`src/rtl/imem_pkg.sv`:
```
// Shared definitions for the instruction memory and its byte-serial loader.
package imem_pkg;

    // Instruction RAM geometry, shared with the CPU-side memory.
    localparam int          IMEM_DEPTH        = 256;
    localparam int          INSTR_W           = 16;

    // Default frame start marker.
    localparam logic [7:0]  SYNC_BYTE_DEFAULT = 8'hA5;

    // Loader FSM encoding.
    typedef logic [3:0] state_t;

    localparam state_t ST_IDLE   = 4'd0;
    localparam state_t ST_SYNC   = 4'd1;
    localparam state_t ST_LEN_HI = 4'd2;
    localparam state_t ST_LEN_LO = 4'd3;
    localparam state_t ST_D_HI   = 4'd4;
    localparam state_t ST_D_LO   = 4'd5;
    localparam state_t ST_WRITE  = 4'd6;
    localparam state_t ST_CSUM   = 4'd7;
    localparam state_t ST_DONE   = 4'd8;
    localparam state_t ST_ERR    = 4'd9;

endpackage

```
`src/rtl/imem_loader.sv`:
```
// Byte-serial program loader: parses SYNC/LEN/data/CSUM frames, writes 16-bit
// instructions to the imem write port and holds the CPU until the image is judged.
module imem_loader
    import imem_pkg::*;
#(
    parameter int         DEPTH     = IMEM_DEPTH,
    parameter logic [7:0] SYNC_BYTE = SYNC_BYTE_DEFAULT
) (
    input  logic               clk,
    input  logic               rst,
    input  logic               start,
    input  logic               in_valid,
    input  logic [7:0]         in_data,
    output logic               in_ready,
    output logic               wr_en,
    output logic [15:0]        wr_addr,
    output logic [INSTR_W-1:0] wr_data,
    output logic               cpu_hold,
    output logic               done,
    output logic               err
);

    // Depth widened so a full 16-bit length can be compared without wrap.
    localparam logic [16:0] DEPTH_W = 17'(DEPTH);

    state_t      state;
    logic [7:0]  len_hi;
    logic [7:0]  hi_byte;
    logic [7:0]  csum;
    logic [15:0] words_left;

    logic        in_fire;
    logic [15:0] len_word;
    logic        len_too_big;

    // Handshake and write strobe are pure functions of the current state.
    always_comb begin
        // NOTE: every always_comb output gets a default first so no path can infer a latch.
        in_ready = 1'b0;
        wr_en    = 1'b0;
        case (state)
            ST_SYNC, ST_LEN_HI, ST_LEN_LO,
            ST_D_HI, ST_D_LO, ST_CSUM: in_ready = 1'b1;
            ST_WRITE:                  wr_en    = 1'b1;
            default:                   ;
        endcase
    end

    assign in_fire     = in_valid && in_ready;
    assign len_word    = {len_hi, in_data};
    assign len_too_big = {1'b0, len_word} > DEPTH_W;

    // Frame parser, address/word counters and sticky status flags.
    always_ff @(posedge clk) begin
        // NOTE: state registers use non-blocking assignments so every flop samples pre-edge values.
        if (rst) begin
            state      <= ST_IDLE;
            len_hi     <= '0;
            hi_byte    <= '0;
            csum       <= '0;
            words_left <= '0;
            wr_addr    <= '0;
            wr_data    <= '0;
            cpu_hold   <= 1'b0;
            done       <= 1'b0;
            err        <= 1'b0;
        end else begin
            case (state)
                ST_IDLE, ST_DONE, ST_ERR: begin
                    if (start) begin
                        state    <= ST_SYNC;
                        cpu_hold <= 1'b1;
                        done     <= 1'b0;
                        err      <= 1'b0;
                        wr_addr  <= '0;
                        csum     <= '0;
                    end
                end
                ST_SYNC: begin
                    if (in_fire && in_data == SYNC_BYTE) state <= ST_LEN_HI;
                end
                ST_LEN_HI: begin
                    if (in_fire) begin
                        len_hi <= in_data;
                        state  <= ST_LEN_LO;
                    end
                end
                ST_LEN_LO: begin
                    if (in_fire) begin
                        words_left <= len_word;
                        if (len_word == 16'd0) begin
                            state <= ST_CSUM;
                        end else if (len_too_big) begin
                            state <= ST_ERR;
                            err   <= 1'b1;
                        end else begin
                            state <= ST_D_HI;
                        end
                    end
                end
                ST_D_HI: begin
                    if (in_fire) begin
                        hi_byte <= in_data;
                        csum    <= csum ^ in_data;
                        state   <= ST_D_LO;
                    end
                end
                ST_D_LO: begin
                    if (in_fire) begin
                        wr_data <= {hi_byte, in_data};
                        csum    <= csum ^ in_data;
                        state   <= ST_WRITE;
                    end
                end
                ST_WRITE: begin
                    // The address stops on the last word so it never leaves the RAM range.
                    words_left <= words_left - 16'd1;
                    if (words_left == 16'd1) begin
                        state <= ST_CSUM;
                    end else begin
                        wr_addr <= wr_addr + 16'd1;
                        state   <= ST_D_HI;
                    end
                end
                ST_CSUM: begin
                    if (in_fire) begin
                        if (in_data == csum) begin
                            state    <= ST_DONE;
                            done     <= 1'b1;
                            cpu_hold <= 1'b0;
                        end else begin
                            state <= ST_ERR;
                            err   <= 1'b1;
                        end
                    end
                end
                default: state <= ST_IDLE;
            endcase
        end
    end

endmodule
```
`config.mk`:
```
export PLATFORM = sky130hd
export DESIGN_NAME = imem_loader
export DESIGN_NICKNAME = d
export VERILOG_FILES = /design/src/rtl/imem_pkg.sv /design/src/rtl/imem_loader.sv
export SDC_FILE = /design/constraint.sdc
export NUM_CORES = 1
export LEC_CHECK = 0
export ABC_AREA = 1
export ABC_CLOCK_PERIOD_IN_PS = 2180
export CAP_MARGIN = 20
export CORE_MARGIN = 2
export CORE_UTILIZATION = 41
export DETAILED_ROUTE_END_ITERATION = 7
export SLEW_MARGIN = 5
export SYNTH_ARGS = -nofsm -noshare
export SYNTH_HDL_FRONTEND = slang
export SYNTH_SLANG_ARGS = --single-unit
```
`constraint.sdc`:
```
create_clock -name clk -period 2.18 [get_ports clk]
set_input_delay 0.436 -clock clk [delete_from_list [all_inputs] [get_ports clk]]
set_output_delay 0.436 -clock clk [all_outputs]
set_load 0.05 [all_outputs]
```
* Word level (Yosys, flattened, before mapping)
Index checks and enable logic that the tools add are counted.
** Storage, ports and cells
- Bits in registers :: 79
- Input port bits :: 12
- Word-level logic and storage cells :: 96
** Operators by class
- Add/subtract/negate cells :: 2
- $lt $le $gt $ge :: 1
- Eq/ne operators :: 25
- Mux-type cells :: 36
- Bitwise operators :: 1
- Reductions and logical operators :: 21
** Operator list (count)
- 16-bit case mux with 2 select lines :: 2
- 16-bit 2-to-1 mux :: 3
- 4-bit 2-to-1 mux :: 9
- 4-bit case mux with 8 select lines :: 1
- 2-bit != test (second input constant) :: 12
- 16-bit by 1-bit adder with 16-bit output (second input constant) :: 1
- 16-bit by 1-bit == test with 1-bit output (second input constant) :: 1
- 4-bit by 3-bit == test with 1-bit output (second input constant) :: 4
- 16-bit by 9-bit > comparator with 1-bit output (second input constant) :: 1
- 16-bit zero test :: 1
- 8-bit 2-to-1 mux :: 2
- 8-bit case mux with 2 select lines :: 1
- 16-bit by 1-bit subtractor with 16-bit output (second input constant) :: 1
- 1-bit 2-to-1 mux :: 14
- 7-bit AND reduction :: 2
- 4-bit by 2-bit == test with 1-bit output (second input constant) :: 2
- 4-bit == test (second input constant) :: 2
- 8-bit == test :: 1
- 8-bit == test (second input constant) :: 1
- 2-bit AND reduction :: 4
- 2-bit nonzero test :: 4
- 8-bit XOR :: 1
- 3-bit AND reduction :: 2
- 6-bit OR reduction :: 1
- other kinds (11) :: 13

* Longest topological paths before layout
Gate-level depths: netlist (run 1).
- Depth in word-level cells :: 7
- Depth in mapped cells :: 11
- Mapped depth without buffers :: 11

* Least setup slack after synthesis (run 1)
No wires, ideal clock.
- Path kind :: register to register
- Start point :: register wr_addr[0]
- End point :: register wr_addr[12]
- Library setup time :: 0.070 ns
- Data arrival time :: 1.778 ns
- Data required time :: 2.110 ns
- Path slack :: 0.332 ns
- Stages on the path, launching flop included :: 9
- Path buffers :: 0
- Clock period less this slack :: 1.848 ns
- Cells stage by stage :: dfxtp_1 ha_1 nand2_1 nor2_1 nand3_1 xor2_1 nor2_1 nand2_1 a21oi_1
** Between the ends
- Cells in the longest elaborated chain, start to end :: 3
** Ends and longest elaborated chain
- from (decl) :: line imem_loader.sv:16 : output logic [15:0] wr_addr,
- from (signal assigned) :: line imem_loader.sv:121 : wr_addr <= wr_addr + 16'd1;
- 16-bit by 1-bit adder with 16-bit output :: line imem_loader.sv:121
- 16-bit 2-to-1 mux :: line imem_loader.sv:118 : if (words_left == 16'd1) begin
- 16-bit case mux with 2 select lines :: line imem_loader.sv:68 : case (state)
Every way passes these cells. The select of a mux whose other input is x is not followed.
A chain may end at the register's enable or synchronous reset.

* Worst setup path in the final report (run 1)
- Start point :: register wr_addr[4]
- End point :: output port wr_addr[4]
No word-level cell between the ends.

==> summary.md, run 1 <==
| Metric | Value |
|---|---|
| Dpl hpwl | 7700 um |
| Worst R2R End | words_left[7] |
| Slew margin rel. | between 60% and 70% |
| Dpl ws | approximately 0.094 ns |
| Worst-skew pair later-pin latency | between 0.3 and 0.4 ns |
| Clk network pwr share | between 20% and 30% |
| DRT Pass-1 Iters | 5 |
| First-pass GRT wire length | 18,200 um |
| Hold path cells | 2 |
| EDFF count, synth | 0 |
| Final setup TNS | 0 ns |
| Clock Tree Root | clkbuf_8 |
| Hold Slack | between 0.4 and 0.5 ns |
| Synth Area in XOR/XNOR | under 10% |
| CP Buf/Inv Count | 1 |
| Sw Pwr | 1.91 mW |
| Routed length per instance | 13.7 um |
| Critical path fanouts, max | 6 |
| CTS clk-pin slew, worst paths | ~0.09 ns |
| Vias in the first global route | 3,792 |
| Fin crit period | roughly 2.1 ns |
| Syn_area_per_cell | 6.77 um^2 |
| Initial DRC count | 230 |
| Core area | between 9000 and 10,000 um^2 |
| Mux contribution to synthesized area | 0% |
| Net Sw Frac | 39.9% |
| Hold Path End | hi_byte[4] |
| H-Tree Depth | 3 |
| Adder-cell share of the synthesized area | 0.932% |
| Routed vias | between 4,000 and 5,000 |
| Nets | approximately 670 |
| Hold Crit Class | flop to flop |
| Num rows | 36 |
| Reg2Reg Setup Slack | about 0.22 ns |
| Worst r2r src | state[1] |
| Logic pwr share | a little over a third |
| Post-CTS setup buffer count | 0 |
| Final setup vio count | 0 |
| Slew @ Worst Pin | 0.511 ns |
| Clk_skew | around 0.016 ns |
| Max-cap viol count | 0 |
| Startpoint types | flop |
| Critical path's top delay family | buffers and inverters |
| Num CTS Buffers | 9 |
| Filler cell count in the final layout | between 1,000 and 1,500 |
| Antenna Nets Post-Route | 0 |
| Main combinational cell family by area after synthesis | simple AND/OR/NAND/NOR gates |
| Cell Int Power | around 2.9 mW |
| Slowest stage delay, CP | between 0.8 and 0.9 ns |
| P_leak | 1.92 nW |
| Initial antenna violation count | 0 |
| PD cells | between 900 and 1000 nW/um^2 |
| Seq pwr share | 36.2% |
| Reg area | 1580 um^2 |
| Total Routing Usage GR | between 20 and 25% |
| Sequential area share after synthesis | 39.3% |
| Worst EP required | roughly 1.7 ns |
| Diodes inserted | 0 |
| Number of buffers added on ports | 48 |
| CP arrival | between 1.5 and 2 ns |
| Fraction of layout instances using a drive strength above 1 | between 8 and 9% |
| Setup WS post-layout | a little over 0.1 ns |
| Top FF cell, synth | dfxtp_1 |
| Largest net degree at the start of global routing | 45 |
| Fin. Hold Viols | 0 |
| Boundary pin count | 49 |
| Area of the die | around 11,000 um^2 |
| Area of the multi-input gates | 2130 um^2 |
| Unrepaired setup endpoints after global routing | no |
| Area delta synth->final | 23.7% |
| Worst Setup End Kind | primary output |
| Crit-path slowest cell | clkdlybuf4s50_1 |
| Critical Path, Cell by Cell | clkdlybuf4s50_1 |
| Hold Crit Start | hi_byte[4] |
| Worst setup path startpoint | wr_addr[4] |
| Drt drc | 0 |
| Simple-gate portion of the synthesized area | between 20 and 30% |
| Yosys warnings | 0 |
| Part of the cycle the worst path needs | between 90% and 100% |
| Cells after synthesis | ~600 |
| Power, Total | between 4 and 5 mW |
| Cell Area, Synth | ~4000 um^2 |
| Grt total ovfl | 0 |
| CTS tree | built |
| Max Root-Sink Buffers | 2 |
| Final Max Slew Viols | 0 |
| F_max | slightly below 500 MHz |
| Syn nets | a little over 600 |
| Status | finished, final reports clean |
| Post-DR vias/cell | between 5 and 6 |
| Worst VDD drop | between 0.4 and 0.5 mV |
| Die Wd | around 100 um |
| Clock sink count | approximately 80 |
| Reg2Reg Depth | 10 |
| Initial core utilization | 41.8% |
| Kind of critical path | flop to primary output |
| Placer Congestion | ~0.96 |
| Seq cells post-synth | between 70 and 80 |
| Die Ht | 103 um |
| Compound-cell area share of the yosys netlist | between 10% and 20% |
| Post-synth ARST share | 0% |
| Count of different cell masters after synthesis | 38 |
| DRT Wirelength | around 11,000 um |
-- through the flow --
step                utilization [%]  area (um^2)  std cells
floorplan                         -         4030        595
global placement               49.3         4750        776
detailed placement             49.3         4750        776
CTS                            51.7         4980        792
global route                   51.7         4980        792
finish                         51.7         4980        792
-- kinds of logic (layout without fill, tap and decap cells) --
| family | after synthesis | count (layout) |
|---|---|---|
| flip-flops | 79 | 79 |
| adder cells (fa/ha/maj) | 3 | 3 |
| buffers and inverters | 74 | 138 |
| AND/OR/NAND/NOR | 282 | 282 |
| XOR/XNOR | 20 | 20 |
| AO/OA/AOI/OAI | 137 | 137 |
-- worst max-delay path by stage --
stage / endpoint / slack (ns) / depth (start not counted)
finish: wr_addr[4] / 0.10 / 1
global route: csum[6] / 0.005 / 9
CTS: wr_addr[4] / 0.06 / 1
detailed placement: words_left[7] / 0.09 / 9
global placement: state[1] / 0.09 / 10
floorplan: wr_addr[12] / 0.33 / 8
-- cell usage after synthesis (5+ instances only) --
cell type	instances	share of area, %
buf_2	6	0.75
nand4_1	12	1.9
xnor2_1	11	2.4
a21oi_1	60	7.5
dfxtp_1	79	39
nand3_1	30	3.7
nand2_2	5	0.78
inv_1	51	4.8
nand2_1	114	11
nor2_1	103	9.6
xor2_1	9	2.0
clkbuf_1	8	0.75
o21ai_0	64	8.0
nor3_1	6	0.75
-- power by group through the flow --
stage                     registers [mW]  logic (mW)  clock network, mW
after global routing                1.75        1.98               1.39
after floorplan                     1.88        1.12                  0
after global placement              1.76        1.71                  0
after CTS                           1.73        1.74               1.34
final                               1.73        1.74               1.31
after detailed placement            1.77        1.73                  0
-- sequential cells by signal (all words and copies together), names as in the netlist --
signal,cells
err,1
len_hi,8
words_left,16
hi_byte,8
done,1
wr_addr,16
cpu_hold,1
csum,8
state,4
wr_data,16
-- cell usage in the layout (no fill, tap or decap), types with 2 or more instances in the layout --
cell type	n
xor2_1	9
o21ai_0	64
nand3_1	30
ha_1	3
xnor2_1	11
a21oi_1	60
nor2_2	2
buf_4	19
or2_2	3
inv_8	2
inv_2	2
o22ai_1	2
buf_12	3
clkbuf_8	9
clkdlybuf4s50_1	46
nand2_2	5
a22oi_1	2
dfxtp_1	78
nor2_1	103
inv_1	51
o21ai_1	3
nand2_1	114
nor3_1	6
nand4_1	12
nand3b_1	2
bufinv_16	2
inv_6	3
-- final cells by class --
cell class | count | share of cell area, %
clock inverters | 7 | 2.18
multi-input cells | 442 | 42.8
inverters | 54 | 4.09
flip-flops and latches | 79 | 31.8
repair buffers | 68 | 13.3
well taps | 133 | 3.34
clock buffers | 9 | 2.49
-- metal layers --
layer,part of all wire [%],up-vias,global-route usage [%]
met1,47,1905,28.8
li1,-,2063,-
met4,1.6,0,8.81
met3,3.6,12,3.12
met2,47,97,36.2
met5,0,-,0
-- repair_timing --
item | in CTS | in global routing
gates resized for setup | 0 | 1
hold buffers | 0 | 0
setup endpoints to repair | 0 | 1
(Power assumes the default switching activity.)
==> inputs of run 2 (changes only) <==
--- a/config.mk
+++ b/config.mk
@@ -9,8 +9,9 @@
 export ABC_CLOCK_PERIOD_IN_PS = 2180
 export CAP_MARGIN = 20
 export CORE_MARGIN = 2
-export CORE_UTILIZATION = 41
+export CORE_UTILIZATION = 50
 export DETAILED_ROUTE_END_ITERATION = 7
+export PLACE_DENSITY = 0.73
 export SLEW_MARGIN = 5
 export SYNTH_ARGS = -nofsm -noshare
 export SYNTH_HDL_FRONTEND = slang
==> run 2 against run 1 <==
- core utilization grew 11 points
- flip-flop and latch count is the same
- clock power shrank 13%
- clock skew shrank 0.0091 ns
- sequential power is essentially flat
- die area shrank 17%
- largest cell class unchanged
==> summary.md, run 2 (synthesis gave the netlist of run 1 again) <==
| Metric | Value |
|---|---|
| Post-CTS setup buffer count | 0 (unchanged) |
| Final Max Slew Viols | 0 (unchanged) |
| GRT met2 Usage | 41.5% (+5.4 points) |
| Commonest cells after routing, fill and taps aside | 114 x nand2_1, 103 x nor2_1, 79 x dfxtp_1, 64 x o21ai_0, 60 x a21oi_1 |
| Die Wd | 93.8 um (-9.1%) |
| Part of the cycle the worst path needs | 96.0% (+0.70 points) |
| CTS tree | built |
| Critical path fanouts, max | 6 (unchanged) |
| Diodes inserted | 0 (unchanged) |
| Crit-path slowest cell | clkdlybuf4s50_1 |
| Num rows | 32 (-11%) |
| Placer Congestion | 0.907 (-5.5%) |
| Routed length per instance | 13.6 um (-0.80%) |
| Worst R2R End | words_left[4] |
| CTS clk-pin slew, worst paths | 0.09 ns (about the same) |
| H-Tree Depth | 3 (unchanged) |
| Unrepaired setup endpoints after global routing | no |
| Commonest non-fill, non-tap cell in the layout | nand2_1 |
| Initial DRC count | 259 (+13%) |
| Final core utilization | 62.4% (+11 points) |
| Critical Path, Cell by Cell | clkdlybuf4s50_1 |
| Core area | 7770 um^2 (-19%) |
| P_leak | 1.86 nW (-3.4%) |
| Num CTS Buffers | 9 (unchanged) |
| Dpl hpwl | 7270 um (-5.6%) |
| Dpl cells | 738 (-4.9%) |
| Largest net degree at the start of global routing | 45 (unchanged) |
| Worst-skew pair later-pin latency | 0.35 ns (-0.03 ns) |
| Final setup TNS | 0 ns (unchanged) |
| Grt total ovfl | 0 (unchanged) |
| Max Root-Sink Buffers | 2 (unchanged) |
| Area of the die | 8790 um^2 (-17%) |
| Initial core utilization | 51.9% (+10 points) |
| Slew @ Worst Pin | 0.504 ns (-0.00685 ns) |
| Worst r2r src | state[1] |
| Hold path cells | 2 (unchanged) |
| Largest regs | words_left: 16 flops, wr_addr: 16 flops, wr_data: 16 flops |
| Total Routing Usage GR | 24.8% (+2.9 points) |
| First-pass GRT wire length | 17,600 um (-3.1%) |
| Startpoint types | flop |
| DRT Pass-1 Iters | 6 (+1) |
| Status | finished, final reports clean |
| Max-cap viol count | 0 (unchanged) |
| Post-DR vias/cell | 5.36 (+4.2%) |
| CP arrival | 1.66 ns (+0.02 ns) |
| Worst Setup End Kind | primary output |
| Reg2Reg Setup Slack | 0.26 ns (+0.04 ns) |
| Nets | 662 (-1.0%) |
| Hold Path End | wr_data[9] |
| Slowest stage delay, CP | 0.85 ns (about the same) |
| GR Util met1 | 31.7% (+2.8 points) |
| Critical path's top delay family | buffers and inverters |
| Fraction of layout instances using a drive strength above 1 | 7.67% (-1.1 points) |
| Initial antenna violation count | 0 (unchanged) |
| Hold Crit Class | flop to flop |
| Drt drc | 0 (unchanged) |
| Vias in the first global route | 3,867 (+2.0%) |
| Hold Slack | 0.460 ns (+0.00262 ns) |
| Layout Cells excl Fill | 754 (-4.8%) |
| Setup WS post-layout | 0.0877 ns (-0.0152 ns) |
| Clock sink count | 79 (unchanged) |
| Routed vias | 4,043 (-0.83%) |
| Kind of critical path | flop to primary output |
| PD cells | 943 nW/um^2 (-1.8%) |
| Hold Crit Start | hi_byte[1] |
| F_max | 478 MHz (-0.73%) |
| CTS Hold Bufs | 0 (unchanged) |
| Worst EP required | 1.74 ns (about the same) |
| Slew margin rel. | 66.3% (+0.46 points) |
| Worst setup path startpoint | wr_addr[2] |
| Clock Tree Root | clkbuf_8 |
| Most Crowded Layer GR | met2 |
| CTS resizes | 0 (unchanged) |
| Number of buffers added on ports | 48 (unchanged) |
| Fin crit period | 2.09 ns (+0.0152 ns) |
| Met3 Usage GRT | 5.86% (+2.7 points) |
| Boundary pin count | 49 (unchanged) |
| Dpl ws | 0.0691 ns (-0.0250 ns) |
| Final setup vio count | 0 (unchanged) |
| Die Ht | 93.8 um (-9.1%) |
| Area delta synth->final | 20.3% |
| CP Buf/Inv Count | 1 (unchanged) |
| Clk_skew | 0.00644 ns (-0.00911 ns) |
| DRT Wirelength | 10,300 um (-5.6%) |
| Antenna Nets Post-Route | 0 (unchanged) |
| Fin. Hold Viols | 0 (unchanged) |
| Worst VDD drop | 0.881 mV (+84%) |
| Reg2Reg Depth | 9 (-1) |
[run 2: how the worst max path moves through the flow]
stage,end,depth (start not counted),slack (ns)
2_1_floorplan,wr_addr[12],8,0.33
3_3_place_gp,cpu_hold,9,0.13
3_5_place_dp,state[1],11,0.07
4_1_cts,wr_addr[2],1,0.09
5_1_grt,in_ready,5,0.01
6_report,wr_addr[2],1,0.09
[run 2: worst min-delay path: stages, from the launching register on]
cell and delay [ns]:
dfxtp_1 0.30, inv_1 0.07, a21oi_1 0.06
[run 2: power by group]
part           leakage (nW)  switching, mW  internal (mW)
Clock                0.0929          0.598          0.541
Combinational          1.13           1.13          0.564
Sequential            0.639          0.132           1.60
[run 2: through the flow]
step | total power [mW] | area (um^2)
global route | 4.87 | 4850
floorplan | 3.00 | 4030
global placement | 3.40 | 4640
finish | 4.57 | 4850
CTS | 4.58 | 4850
detailed placement | 3.45 | 4640
[run 2: final cells by class]
| class | instances | area (um^2) |
|---|---|---|
| Clock inverter | 7 | 78.8 |
| Clock buffer | 9 | 124 |
| Inverter | 54 | 204 |
| Timing Repair Buffer | 61 | 598 |
| Tap cell | 102 | 128 |
| Multi-Input combinational cell | 442 | 2130 |
| Sequential cell | 79 | 1580 |
| Fill cell | 735 | 2920 |
[run 2: metal layers]
metal	vias up	routed length, um
li1	2050	-
met1	1869	4650
met2	104	4900
met3	20	505
met4	0	208
met5	-	0
